--- src/rtl/alu_mc.sv ---
// alu_mc: single-cycle ALU with a multi-cycle shift-add multiplier.
//
// Handshake: start is sampled on a rising edge only while busy = 0
// (FSM in IDLE); requests seen while busy = 1 are dropped. Every accepted
// request produces exactly one done pulse, one cycle wide, in the cycle
// where result/zero/ovf first show the new value. No backpressure exists.
module alu_mc #(
    parameter int WIDTH = 32,
    parameter int SHW   = 5
) (
    input  logic             clk,
    input  logic             rst_n,
    input  logic             start,
    input  logic [3:0]       con,
    input  logic [WIDTH-1:0] op1,
    input  logic [WIDTH-1:0] op2,
    input  logic [SHW-1:0]   sft_amt,
    output logic             busy,
    output logic             done,
    output logic [WIDTH-1:0] result,
    output logic             zero,
    output logic             ovf,
    output logic             state_dbg
);

    typedef enum logic {
        IDLE = 1'b0,
        MUL  = 1'b1
    } state_e;

    localparam logic [3:0] OP_MUL = 4'd12;

    state_e             state_q, state_d;
    logic [SHW-1:0]     cnt_q, cnt_d;
    logic [WIDTH-1:0]   mcand_q, mcand_d;
    logic [WIDTH-1:0]   mplr_q, mplr_d;
    logic [WIDTH-1:0]   acc_q, acc_d;
    logic [WIDTH-1:0]   result_q, result_d;
    logic               zero_q, zero_d;
    logic               ovf_q, ovf_d;
    logic               done_q, done_d;

    logic [WIDTH-1:0]   alu_res;
    logic               alu_ovf;
    logic [WIDTH-1:0]   sum;
    logic [WIDTH-1:0]   diff;
    logic [WIDTH-1:0]   step_acc;

    // Combinational single-cycle operations and their signed overflow.
    always_comb begin
        sum     = op1 + op2;
        diff    = op1 - op2;
        alu_res = '0;
        alu_ovf = 1'b0;
        case (con)
            4'd1: begin
                alu_res = sum;
                alu_ovf = (op1[WIDTH-1] == op2[WIDTH-1]) && (sum[WIDTH-1] != op1[WIDTH-1]);
            end
            4'd2: begin
                alu_res = diff;
                alu_ovf = (op1[WIDTH-1] != op2[WIDTH-1]) && (diff[WIDTH-1] != op1[WIDTH-1]);
            end
            4'd3:    alu_res = op1 & op2;
            4'd4:    alu_res = op1 | op2;
            4'd5:    alu_res = op1 << sft_amt;
            4'd6:    alu_res = op1 >> sft_amt;
            4'd7:    alu_res = $unsigned($signed(op1) >>> sft_amt);
            4'd8:    alu_res = {{(WIDTH-1){1'b0}}, ($signed(op1) < $signed(op2))};
            4'd9:    alu_res = {{(WIDTH-1){1'b0}}, (op1 < op2)};
            4'd10:   alu_res = op1 ^ op2;
            4'd11:   alu_res = ~(op1 | op2);
            default: alu_res = '0;
        endcase
    end

    // Next-state logic: request acceptance in IDLE, one shift-add step per MUL cycle.
    always_comb begin
        state_d  = state_q;
        cnt_d    = cnt_q;
        mcand_d  = mcand_q;
        mplr_d   = mplr_q;
        acc_d    = acc_q;
        result_d = result_q;
        zero_d   = zero_q;
        ovf_d    = ovf_q;
        done_d   = 1'b0;
        step_acc = acc_q + (mplr_q[0] ? mcand_q : '0);
        case (state_q)
            IDLE: begin
                if (start) begin
                    if (con == OP_MUL) begin
                        state_d = MUL;
                        cnt_d   = '0;
                        mcand_d = op1;
                        mplr_d  = op2;
                        acc_d   = '0;
                    end else begin
                        result_d = alu_res;
                        zero_d   = (alu_res == '0);
                        ovf_d    = alu_ovf;
                        done_d   = 1'b1;
                    end
                end
            end
            MUL: begin
                acc_d   = step_acc;
                mcand_d = mcand_q << 1;
                mplr_d  = mplr_q >> 1;
                cnt_d   = cnt_q + 1'b1;
                if (cnt_q == SHW'(WIDTH - 1)) begin
                    result_d = step_acc;
                    zero_d   = (step_acc == '0);
                    ovf_d    = 1'b0;
                    done_d   = 1'b1;
                    state_d  = IDLE;
                    cnt_d    = '0;
                end
            end
            default: state_d = IDLE;
        endcase
    end

    // State and datapath registers; reset aborts any multiply in flight.
    always_ff @(posedge clk or negedge rst_n) begin
        if (!rst_n) begin
            state_q  <= IDLE;
            cnt_q    <= '0;
            mcand_q  <= '0;
            mplr_q   <= '0;
            acc_q    <= '0;
            result_q <= '0;
            zero_q   <= 1'b1;
            ovf_q    <= 1'b0;
            done_q   <= 1'b0;
        end else begin
            state_q  <= state_d;
            cnt_q    <= cnt_d;
            mcand_q  <= mcand_d;
            mplr_q   <= mplr_d;
            acc_q    <= acc_d;
            result_q <= result_d;
            zero_q   <= zero_d;
            ovf_q    <= ovf_d;
            done_q   <= done_d;
        end
    end

    assign busy      = (state_q == MUL);
    assign done      = done_q;
    assign result    = result_q;
    assign zero      = zero_q;
    assign ovf       = ovf_q;
    assign state_dbg = state_q;

endmodule

--- config.mk ---
export PLATFORM = sky130hd
export DESIGN_NAME = alu_mc
export DESIGN_NICKNAME = d
export VERILOG_FILES = /design/src/rtl/alu_mc.sv
export SDC_FILE = /design/constraint.sdc
export NUM_CORES = 1
export LEC_CHECK = 0
export CORE_MARGIN = 2
export CORE_UTILIZATION = 55
export DETAILED_ROUTE_END_ITERATION = 10
export PLACE_DENSITY = 0.87
export SLEW_MARGIN = 20
export SYNTH_ARGS = -nofsm -noshare
export SYNTH_HDL_FRONTEND = slang
export SYNTH_SLANG_ARGS = --single-unit
--- constraint.sdc ---
create_clock -name clk -period 5 [get_ports clk]
set_input_delay 0.75 -clock clk [delete_from_list [all_inputs] [get_ports clk]]
set_output_delay 0.75 -clock clk [all_outputs]
set_load 0.05 [all_outputs]
---- Word-level counts from Yosys, hierarchy flattened ----
Index checks and enable logic that the tools add are counted.
Widths: inputs -> output; s select.
word-level totals
  flip-flop bits (word level) ............. 137
  input bits .............................. 76
  output and inout port bits .............. 37
  word-level logic and storage cells ...... 86
cells by class
  add/subtract/negate cells ............... 4
  order comparisons ....................... 2
  equality and inequality tests ........... 21
  shift operators ......................... 3
  multiplexer cells ....................... 36
  bitwise logic cells ..................... 5
  reduce and logical (&&, ||, !) cells .... 6
operators with widths
  kind                 number
  $pmux 32 s11         1
  $mux 32              10
  $pmux 32 s2          4
  $add 32x32->32       2
  $logic_not 32->1     2
  $lt 32x32->1         2
  $and 32x32->32       1
  $not 32->32          1
  $or 32x32->32        1
  $shl 32x5->32        1
  $shr 32x5->32        1
  $sshr 32x5->32       1
  $sub 32x32->32       1
  $xor 32x32->32       1
  $eq 4x4->1 const B   5
  $eq 4x3->1 const B   4
  $mux 5               3
  $mux 1               12
  $pmux 1 s2           5
  $pmux 5 s2           1
  $eq 4x2->1 const B   2
  $ne 2x2->1 const B   3
  $add 5x1->5 const B  1
  $eq 5x5->1 const B   1
  8 further kinds      11

---- Depth between registers and ports, before layout ----
  word-level depth ........................ 7
  gate-level depth with buffers ........... 16
  depth with buffers taken out ............ 16

---- Worst setup path after synthesis ----
No wires, ideal clock.
  kind .................................... input port to flip-flop
  from .................................... input port op1[3]
  to ...................................... register zero_q (netlist: zero)
  library setup time ...................... 60 ps
  arrival ................................. 3972 ps
  required time ........................... 4940 ps
  path slack .............................. 968 ps
  stages .................................. 16
  path buffers ............................ 2
  cell sequence ........................... clkbuf_1 -> inv_1 -> ha_1 -> clkbuf_8 -> and2_2 -> a221oi_4 -> a211oi_1 -> o21a_1 -> o31a_1 -> and4_1 -> nor4_1 -> mux2_2 -> o22ai_1 -> nor4_1 -> and4_1 -> a211o_1
on the way
  longest elaborated chain between the ends .. 7
  elaborated cells between the ends (all ways) .. 16
  those cells by class .................... add/sub: 2; order compare: 2; shift: 3; mux: 4; bitwise: 4; reduce/logical: 1
RTL lines
  what                                                                    RTL line  source
  start: declaration                                                      15        input logic [WIDTH-1:0] op1,
  parallel branches: the longest is 2 deep, another holds $sub 32x32->32  n/a
  $pmux 32 s11 *                                                          55        case (con)
  $logic_not 32->1 *                                                      100       zero_d = (alu_res == '0);
  $mux 1 *                                                                92        if (con == OP_MUL) begin
  $mux 1 *                                                                91        if (start) begin
  $pmux 1 s2 *                                                            89        case (state_q)
  end signal: assignment                                                  143       zero_q <= zero_d;
  end: declaration                                                        39        logic zero_q, zero_d;
Every way passes the cells marked *. The select of a mux whose other input is x is not followed.
A chain may end at the register's enable or synchronous reset.

---- Final worst setup path ----
  from .................................... register mplr_q[0]
  to ...................................... register zero_q (netlist: zero)
on the way
  longest elaborated chain between the ends .. 5
RTL lines
  what                      RTL line  source
  start: declaration        36        logic [WIDTH-1:0] mplr_q, mplr_d;
  start signal: assignment  140       mplr_q <= mplr_d;
  $mux 32                   88        step_acc = acc_q + (mplr_q[0] ? mcand_q : '0);
  $add 32x32->32            88
  $logic_not 32->1          113       zero_d = (step_acc == '0);
  $mux 1                    111       if (cnt_q == SHW'(WIDTH - 1)) begin
  $pmux 1 s2                89
Every way passes these cells. The select of a mux whose other input is x is not followed.

==> results.txt <==
----------------------------------------------------
[Cells and area]
  Final non-filler cell total ... 3014
  Area growth from synthesis to final layout ... 19.8%
  Post-route cell area ... 22000 µm²
  Nets@finish ... 2771
  Share of final-layout standard cells stronger than drive strength 1 ... 17.8%

[Global routing]
  Met2 layer usage reported by global route ... 70.1%
  Remaining global-route overflow ... 0
  Via count of the first global-routing pass ... 19800
  Largest net degree at the start of global routing ... 98
  Global-route layer with the greatest usage ... met2
  Global routing usage summed across all routing layers ... 47.2%
  Wire length of the first global-routing pass ... 125000 µm
  Number of antenna violations at the first check in global routing ... 3
  Global routing usage on met3 ... 10.9%
  M1 GR Usage ... 62.3%

[Pwr]
  VDD IR-drop max ... 0.339 mV
  Total power consumption of the routed design ... 7.20 mW
  Leakage power ... 9.81 nW
  Power Density ... 328 nW/µm²

[Setup path]
  Critical register-to-register path startpoint ... mplr_q[0]
  Worst R2R Setup Slack ... 0.10 ns
  Data arrival time of the worst path ... 5.30 ns
  Chain of cells forming the critical path ... and2_1, ha_1, and2_1, a221o_1, o2111ai_1, a31oi_1, o32a_1, a21oi_1, xnor2_1, nor4_1, and4_1, nand4_1, nor4_1, buf_4, a211o_1
  CP Max Fanout ... 13
  CP max-delay cell ... sky130_fd_sc_hd__dfrtp_1
  Data required time at the worst endpoint ... 5.41 ns
  Number of cells traversed by the worst register-to-register path ... 15
  Sort of element at the end of the critical path ... register
  Max stage delay on crit path ... 0.55 ns
  Kind of start point of the critical path ... register
  Critical path class ... register to register
  R2R Path End ... zero

[Clock tree]
  Hold Buf Count CTS ... 0
  Cell chosen for the clock root ... sky130_fd_sc_hd__clkbuf_16
  Post-CTS Setup Repair Bufs ... 0
  Total CTS buffers ... 17
  Buffers from clock root to sink, at most ... 2
  Sinks on the clock net ... 137
  TritonCTS clock tree ... yes
  CTS-repair resized insts ... 0
  H-Tree Level Count ... 4
  Clock insertion delay at the later pin of the skew report ... 0.47 ns
  Clock edge transition at the registers on the reported setup and hold paths ... 0.07 ns

[Synthesis]
  Simple-gate share of the synthesized area ... 20.3%
  Flops & latches, synth ... 137
  Instance count of the mapped netlist ... 2336
  Synthesized area per cell ... 7.85 µm²
  Proportion of synthesized area in mux cells ... 15.4%
  Number of warnings issued by yosys ... 0
  Dominant combinational cell family by area after synthesis ... compound AO/OA/AOI/OAI gates
  Synth async-reset ratio ... 100%
  Synth Area in Adders ... 9.60%
  Syn Std Cell Area ... 18300 µm²
  Seq/Total Area, Yosys ... 18.7%
  Number of flops mapped to enable cells by yosys ... 0
  Count of distinct cell types in the synthesized netlist ... 110
  XOR/XNOR share of the synthesized area ... 2.34%
  Synthesized-area fraction occupied by ao, oa, aoi and oai cells ... 26.2%
  Synthesized netlist net count ... 2551
  Dominant register cell in the synthesized netlist ... sky130_fd_sc_hd__dfrtp_1

[Floorplanning]
  Die span in x ... 187 µm
  Initial core utilization ... 56.1%
  Row cnt ... 66
  Boundary Pins ... 113
  Chip Height ... 187 µm
  Core region area ... 32700 µm²
  Die Outline Area ... 34800 µm²

[STA]
  Minimum clock period ... 4.90 ns
  Highest attainable clock frequency ... 204 MHz
  Final Hold Vio Count ... 0
  Share of the clock period used by the worst path after layout ... 97.9%
  Worst Max-Slew Pin Slew ... 1.26 ns
  Worst clock skew on the final layout ... 0.0102 ns
  Final setup viols ... 0
  Slew Limit Fails ... 0
  Normalized max-slew margin ... 14.8%
  Unrepaired setup endpoints after global routing ... no
  Hold Slack ... 0.400 ns
  Post-route setup TNS ... 0 ns

[Place]
  Port Buffer Count ... 112
  Instance area at placement ... 21300 µm²
  Detailed-placement wirelength estimate ... 65200 µm
  Routability congestion estimate from global placement ... 1.14
  Placed cells ... 2979

[Outcome]
  Result of the run ... finished, final reports clean

[Routing]
  Iteration count of the initial detailed-routing pass ... 6
  Final routed wirelength across all metal layers ... 84000 µm
  Via total after detailed routing ... 21200
  Antenna viol nets, final ... 0
  Drt wl/cell ... 27.9 µm
  DRC errors left ... 0
  Routed vias/inst ... 7.03
  Drt first-iter violations ... 3167

[Job]
  Maximum capacitance violations ... 0

[Hold path]
  Class of the tightest hold or removal check ... input pin to asynchronous set/reset pin

----------------------------------------------------
## critical path: cells and delay by family (launching register included)
family                   cells  cell delay [ns]
AND/OR/NAND/NOR              6             1.81
XOR/XNOR                     1             0.18
buffers and inverters        1             0.20
AO/OA/AOI/OAI                6             1.76
flip-flops                   1             0.55
adder cells (fa/ha/maj)      1             0.32
## placed cells by master (no fill, tap or decap), types with 29 or more instances in the layout
cell,n
sky130_fd_sc_hd__a21o_1,34
sky130_fd_sc_hd__a21oi_1,148
sky130_fd_sc_hd__and2_1,37
sky130_fd_sc_hd__buf_4,273
sky130_fd_sc_hd__clkdlybuf4s50_1,107
sky130_fd_sc_hd__dfrtp_1,135
sky130_fd_sc_hd__ha_1,136
sky130_fd_sc_hd__inv_1,102
sky130_fd_sc_hd__mux2i_1,141
sky130_fd_sc_hd__mux4_2,49
sky130_fd_sc_hd__nand2_1,281
sky130_fd_sc_hd__nand3_1,64
sky130_fd_sc_hd__nand4_1,29
sky130_fd_sc_hd__nor2_1,175
sky130_fd_sc_hd__nor3_1,39
sky130_fd_sc_hd__o211ai_1,32
sky130_fd_sc_hd__o21ai_0,178
sky130_fd_sc_hd__o22ai_1,34
sky130_fd_sc_hd__xnor2_1,29
## cell type report
cell class | count | area [µm²]
Clock buffer | 17 | 425
Antenna cell | 3 | 7.51
Fill cell | 2761 | 10700
Timing Repair Buffer | 396 | 3390
Inverter | 110 | 413
Multi-Input combinational cell | 1894 | 13600
Sequential cell | 137 | 3430
Clock inverter | 15 | 156
Tap cell | 442 | 553
## flip-flops by register name, summed over array words and instances, names as in the netlist
signal / cells
result: 32
cnt_q: 5
done: 1
ovf: 1
busy: 1
mplr_q: 32
acc_q: 32
mcand_q: 32
zero: 1
## Yosys cell counts (all sizes together), types with 9 or more instances
master   instances  area (µm²)
o22ai           34         213
a21o            35         264
o21bai          12        90.1
o221ai          18         164
o21ai          183         920
o211ai          32         240
ha             136        1700
xor2            20         175
a31oi           24         150
nor2           175         657
o31ai           11        82.6
mux2            27         308
a2111oi         18         176
a211oi          32         250
buf             57         327
and3            20         131
nand3           65         330
a221o           10         100
a21oi          150         758
mux4            49        1100
nand2b          20         125
a22oi           14         105
o2111ai          9        78.8
dfrtp          136        3400
nor3            40         200
nand2          281        1050
nor4            27         169
nor2b           18         115
mux2i          141        1410
a211o           12         106
clkbuf         138         629
and2            41         260
a221oi          14         140
or3             13        81.3
inv            107         402
nand4           29         181
o21a            17         128
xnor2           29         254
## kinds of logic after synthesis
logic type | Yosys count
fa+ha+maj | 139
xor+xnor | 49
flops | 137
buf+inv | 305
simple gates | 779
compound gates | 710
mux | 217
## how the worst max path moves through the flow
stage          cells after the start       from  endpoint
2_1_floorplan                     16     op1[3]      zero
3_3_place_gp                      16     op1[0]      zero
3_5_place_dp                      16     op2[0]      zero
4_1_cts                           16     op2[0]      zero
5_1_grt                           18     op1[0]      zero
6_report                          15  mplr_q[0]      zero
## power by group
part	internal, mW	switching, mW
clock	0.706	0.645
sequential	1.55	0.348
combinational	1.44	2.51
total	3.69	3.51
## metal layers
layer / vias up / wire, µm
li1: 9103 / -
met1: 10100 / 32700
met2: 1607 / 35400
met3: 352 / 9790
met4: 2 / 6180
met5: - / 8
## metrics by stage
step | utilization, % | setup slack, ns
final | 67.2 | 0.104
after global routing | 67.2 | 0.0323
after CTS | 67.1 | 0.188
after detailed placement | 65.3 | -0.294
after global placement | 65.3 | -0.148
after floorplan | - | 0.968
Note: power is estimated with default switching activity, not from simulation.
